==> src/rtl/vram_write_arbiter.sv <==
// -----------------------------------------------------------------------------
// vram_write_arbiter
//   Shares the single VRAM write port between the CPU pixel path (port 0) and
//   the blitter/clear engine (port 1). Round-robin between the two ports, with
//   bursts capped at MAX_BURST words. Port 1 can be limited to vertical blank
//   so that the blitter never tears the visible frame.
//
// Ports
//   clk                    system clock
//   reset                  asynchronous active-low reset
//   req0/addr0/data0       port 0 word offer (addr/data stable while req0=1)
//   ready0                 port 0 word taken on an edge with req0&ready0
//   req1/addr1/data1       port 1 word offer
//   ready1                 port 1 word taken on an edge with req1&ready1
//   vblank                 vertical blank from the video clock domain (async)
//   vram_we/addr/data      registered VRAM write port
//   grant                  registered arbiter state (00 idle, 01 port0, 10 port1)
// -----------------------------------------------------------------------------
module vram_write_arbiter #(
    parameter int ADDR_WIDTH   = 15,
    parameter int DATA_WIDTH   = 12,
    parameter int MAX_BURST    = 16,
    parameter int VBLANK_ONLY1 = 1
) (
    input  logic                  clk,
    input  logic                  reset,
    input  logic                  req0,
    input  logic [ADDR_WIDTH-1:0] addr0,
    input  logic [DATA_WIDTH-1:0] data0,
    output logic                  ready0,
    input  logic                  req1,
    input  logic [ADDR_WIDTH-1:0] addr1,
    input  logic [DATA_WIDTH-1:0] data1,
    output logic                  ready1,
    input  logic                  vblank,
    output logic                  vram_we,
    output logic [ADDR_WIDTH-1:0] vram_addr,
    output logic [DATA_WIDTH-1:0] vram_data,
    output logic [1:0]            grant
);

    // state     | meaning
    // ST_IDLE   | no port owns the VRAM write port
    // ST_GRANT0 | port 0 owns the write port, burst in progress
    // ST_GRANT1 | port 1 owns the write port, burst in progress
    typedef enum logic [1:0] {
        ST_IDLE   = 2'b00,
        ST_GRANT0 = 2'b01,
        ST_GRANT1 = 2'b10
    } state_t;

    localparam int CNT_W = (MAX_BURST > 1) ? $clog2(MAX_BURST) : 1;
    localparam logic [CNT_W-1:0] CNT_LAST = CNT_W'(MAX_BURST - 1);

    state_t            state_q, state_d;
    logic              last_q, last_d;
    logic [CNT_W-1:0]  burst_cnt_q, burst_cnt_d;
    logic              vblank_meta_q, vblank_sync_q;
    logic              vram_we_q;
    logic [ADDR_WIDTH-1:0] vram_addr_q;
    logic [DATA_WIDTH-1:0] vram_data_q;

    logic gate1;
    logic elig0, elig1;
    logic xfer0, xfer1;
    logic rearb;
    logic pick_last;

    // Two-flop synchronizer for the video-domain vblank.
    always_ff @(posedge clk or negedge reset) begin
        if (!reset) begin
            vblank_meta_q <= 1'b0;
            vblank_sync_q <= 1'b0;
        end else begin
            vblank_meta_q <= vblank;
            vblank_sync_q <= vblank_meta_q;
        end
    end

    // Port 1 may only write during blank when gating is enabled.
    assign gate1  = (VBLANK_ONLY1 == 0) || vblank_sync_q;
    assign elig0  = req0;
    assign elig1  = req1 && gate1;

    // Ready depends on state and sync'd vblank only, never on req.
    assign ready0 = (state_q == ST_GRANT0);
    assign ready1 = (state_q == ST_GRANT1) && gate1;
    assign xfer0  = req0 && ready0;
    assign xfer1  = req1 && ready1;

    // Round-robin choice: on a tie the port that did not go last wins.
    function automatic state_t pick(input logic lst, input logic e0, input logic e1);
        state_t s;
        if (e0 && e1)  s = lst ? ST_GRANT0 : ST_GRANT1;
        else if (e0)   s = ST_GRANT0;
        else if (e1)   s = ST_GRANT1;
        else           s = ST_IDLE;
        return s;
    endfunction

    always_ff @(posedge clk or negedge reset) begin
        if (!reset) begin
            state_q     <= ST_IDLE;
            last_q      <= 1'b1;
            burst_cnt_q <= '0;
        end else begin
            state_q     <= state_d;
            last_q      <= last_d;
            burst_cnt_q <= burst_cnt_d;
        end
    end

    always_comb begin
        state_d     = state_q;
        last_d      = last_q;
        burst_cnt_d = burst_cnt_q;
        rearb       = 1'b0;
        pick_last   = last_q;
        case (state_q)
            ST_IDLE: begin
                rearb     = 1'b1;
                pick_last = last_q;
            end
            ST_GRANT0: begin
                if (xfer0 && (burst_cnt_q != CNT_LAST)) begin
                    burst_cnt_d = burst_cnt_q + CNT_W'(1);
                end else begin
                    rearb     = 1'b1;
                    pick_last = 1'b0;
                end
            end
            ST_GRANT1: begin
                // Also ends when vblank gating removes ready1 mid-burst.
                if (xfer1 && (burst_cnt_q != CNT_LAST)) begin
                    burst_cnt_d = burst_cnt_q + CNT_W'(1);
                end else begin
                    rearb     = 1'b1;
                    pick_last = 1'b1;
                end
            end
            default: begin
                state_d = ST_IDLE;
            end
        endcase

        // Re-arbitration switches ports directly, without an idle bubble.
        if (rearb) begin
            state_d     = pick(pick_last, elig0, elig1);
            burst_cnt_d = '0;
            if (state_d != ST_IDLE) begin
                last_d = (state_d == ST_GRANT1);
            end
        end
    end

    always_ff @(posedge clk or negedge reset) begin
        if (!reset) begin
            vram_we_q   <= 1'b0;
            vram_addr_q <= '0;
            vram_data_q <= '0;
        end else begin
            vram_we_q <= xfer0 || xfer1;
            if (xfer0) begin
                vram_addr_q <= addr0;
                vram_data_q <= data0;
            end else if (xfer1) begin
                vram_addr_q <= addr1;
                vram_data_q <= data1;
            end
        end
    end

    assign vram_we   = vram_we_q;
    assign vram_addr = vram_addr_q;
    assign vram_data = vram_data_q;
    assign grant     = state_q;

endmodule

==> config.mk <==
export PLATFORM = sky130hd
export DESIGN_NAME = vram_write_arbiter
export DESIGN_NICKNAME = d
export VERILOG_FILES = /design/src/rtl/vram_write_arbiter.sv
export SDC_FILE = /design/constraint.sdc
export NUM_CORES = 1
export LEC_CHECK = 0
export CELL_PAD_IN_SITES_DETAIL_PLACEMENT = 0
export CELL_PAD_IN_SITES_GLOBAL_PLACEMENT = 1
export CORE_MARGIN = 2
export CORE_UTILIZATION = 29
export CTS_CLUSTER_SIZE = 25
export DETAILED_ROUTE_END_ITERATION = 8
export GPL_TIMING_DRIVEN = 0
export HOLD_SLACK_MARGIN = 0.06
export PLACE_DENSITY = 0.76
export SLEW_MARGIN = 10
export SYNTH_ARGS = -nofsm -noshare
export SYNTH_HDL_FRONTEND = slang
export SYNTH_SLANG_ARGS = --single-unit
export TNS_END_PERCENT = 10
==> constraint.sdc <==
create_clock -name clk -period 2.4 [get_ports clk]
set_clock_uncertainty 0.1 [all_clocks]
set_input_delay 0.36 -clock clk [delete_from_list [all_inputs] [get_ports clk]]
set_output_delay 0.36 -clock clk [all_outputs]
set_load 0.05 [all_outputs]
==> reports/metrics.cfg <==
[run_status]
status = complete, no violations

[timing]
hold_violations = 0
final_max_slew_viol_count = 0
maxSlewHeadroom_pct = 64.1
clock.fmax_mhz = 442
period_needed_ns = 2.26
rsz0062_at_grt = false
fin_crit_sh_pct = 94.2
setup_viol = 0
fin_hold_ws_ns = 0.251
worst_pin_slew_ns = 0.536

[place]
dpl.hpwl_mm = 3.53
place_congestion = 0.733
port_buffers = 90

[global_route]
grt_pass1_wl_mm = 7.89
gr-usage-met3_pct = 5.96
grtUsageTotal_pct = 14.2
grt_util_met1_pct = 17.7
grt_pass1_vias = 1652
overflow = 0
grt_max_degree = 35
grt.busiest_layer = met2
antenna_found_initial = 0
use_met2_pct = 22.4

[power]
p_comb_share_pct = 61.0
p_leak_nw = 1.39
seqPwrFrac_pct = 27.3
clockPowerShare_pct = 11.7
power-per-cell-area_mw_per_mm2 = 1310
switching_share_pct = 49.1
p_int_mw = 1.96
peakVddDrop_v = 0.000509
power_mw = 3.85
p_switching_mw = 1.89

[cells_and_area]
syn_to_final_growth_pct = 60.9
final_nets = 337
antenna_cells = 0
layout-drive-gt1-share_pct = 9.56

[drt]
first_iter_violations = 42
avgRoutedWirePerCell_um = 13.4
antenna_left = 0
dr.pass1.iters = 4
routed_wl_mm = 4.67
remaining_drc_errors = 0
num_vias = 1574
vias_per_cell = 4.54

[job]
max_cap_violations = 0

[clock_network]
cts.htree.levels = 2
clkSlewWorstSetupHoldPaths_ns = 0.07
clkLatencyLatePin_ns = 0.29
cts_made_buffers = 5
clockBufferDepth = 2
cts_tree = yes
cts-root-buf = clkbuf_8
cts_sinks = 37
post_cts_buffers = 0

[synth]
yosysSeqAreaShare_pct = 50.8
yosysUniqueCellTypes = 31
synthesis.yosys.warnings = 0
ys_ff_latch = 37
syn_area_per_cell_um2 = 10.5
synth_area_mm2 = 0.00182
netlist_instances = 173
syn_nets = 238

[worst_hold_path]
whs_path_depth = 0
hold_class = reg -> reg
min_from = vblank_meta_q

[critical_path]
start_kind = flip-flop
crit_arrival_ns = 1.80
crit_chain = inv_1, ha_1, and2_1, dlygate4sd2_1
reg2reg_depth = 5
worstSetupPathType = reg -> out
r2r_start = grant[0]
cp_max_fo = 5
reg2reg_slack_ns = 0.46
crit_path_end_kind = output port
cp_slowest_cell = dlygate4sd2_1
cpPeakStageDelay_ns = 0.52
crit_start = grant[0]
required_ns = 1.94

[floorplan]
core_mm2 = 0.00599
dieWidth_um = 83.3
row_count = 28
io_pins = 91
die_h_um = 83.3
start_util_pct = 30.5
die_area_mm2 = 0.00694

==> cell families after synthesis <==
group	synth area share, %
AO/OA/AOI/OAI	15.8
AND/OR/NAND/NOR	10.7
flip-flops	50.8
buffers and inverters	3.77
multiplexers	14.8
adder cells (fa/ha/maj)	4.12
==> Yosys cell counts <==
cell	number	area, um2
a41oi_1	1	8.76
ha_1	6	75.1
o21ai_0	30	150
o21ai_1	1	5.00
a21oi_1	3	15.0
clkbuf_4	1	7.51
buf_6	1	11.3
nand2b_1	2	12.5
and3_1	1	6.26
a31oi_1	1	6.26
nand2_1	34	128
o2bb2ai_1	1	8.76
buf_2	4	20.0
nand3_1	2	10.0
dfrtp_1	36	901
nor3_1	2	10.0
o32ai_1	1	8.76
or2_4	1	8.76
dfstp_2	1	26.3
buf_4	1	7.51
inv_1	4	15.0
a21boi_2	1	11.3
a21o_2	1	8.76
clkbuf_1	2	7.51
mux2i_1	27	270
and2_1	2	12.5
o311ai_2	1	16.3
a31o_2	1	8.76
a21oi_4	2	32.5
nand3b_1	1	7.51
o21bai_1	1	7.51
==> cell type report <==
cell class | instances | area (um2)
timing repair buffer | 92 | 923
fill | 581 | 3060
multi-input combinational | 123 | 831
clock buffer | 6 | 82.6
tap | 75 | 93.8
clock inverter | 1 | 7.51
inverter | 4 | 15.0
buffer | 9 | 53.8
sequential | 37 | 928
==> per-layer routing <==
layer / share of wire (%) / wire (um)
met3: 9.1 / 426
met5: 0 / 0
met1: 45 / 2110
met4: 1.4 / 64
met2: 44 / 2060
==> placed cells by master (no fill, tap or decap), types with 2 or more instances in the layout <==
cell type,synthesis,layout
buf_2,4,5
o21ai_0,30,30
nand2_1,34,34
and2_1,2,2
clkdlybuf4s50_1,0,87
dlygate4sd2_1,0,2
nand3_1,2,2
a21oi_1,3,3
clkbuf_8,0,6
nand2b_1,2,2
clkbuf_1,2,2
nor3_1,2,2
inv_1,4,4
a21oi_4,2,2
mux2i_1,27,27
dfrtp_1,36,35
ha_1,6,5
==> critical path: cells and delay by family (launching register included) <==
family	cells	cell delay, ns
AND/OR/NAND/NOR	1	0.15
buffers and inverters	2	0.65
flip-flops	1	0.43
adder cells (fa/ha/maj)	1	0.28
==> flip-flops by register name (all words and copies together) (netlist names) <==
| name | flops |
|---|---|
| vram_data | 12 |
| vram_we | 1 |
| last_q | 1 |
| grant | 2 |
| gate1 | 1 |
| vblank_meta_q | 1 |
| vram_addr | 15 |
| burst_cnt_q | 4 |
==> path summary, 6_finish.rpt <==
check	endpoint
worst min-delay path	gate1
worst max register to register	vram_data[1]
min in group asynchronous	vblank_meta_q
worst min register to register	gate1
worst max-delay path	ready1
max in group asynchronous	last_q
==> what timing repair did <==
| action | 4_1_cts | 5_1_grt |
|---|---|---|
| endpoints found under the setup margin | 2 | 0 |
| resized for setup | 2 | 0 |
| hold endpoints to repair | 36 | 0 |
| hold buffers | 1 | 0 |
==> stage by stage <==
stage	setup TNS [ns]	cells	setup slack, ns	area [um2]	util (%)
after global placement	-3.42	338	-0.232	2820	47.1
after CTS	0	347	0.111	2940	49.0
after global routing	0	347	0.0478	2940	49.0
after floorplan	0	173	0.176	1830	-
after detailed placement	0	339	0.163	2840	47.4
final	0	347	0.139	2940	49.0
==> power groups by stage <==
stage,clock (mW),combinational (mW),sequential (mW)
after floorplan,0,0.760,1.87
after global placement,0,2.37,1.05
final,0.452,2.35,1.05
after detailed placement,0,2.38,1.06
after CTS,0.467,2.38,1.06
after global routing,0.498,2.52,1.09
Note: power is estimated with default switching activity, not from simulation.
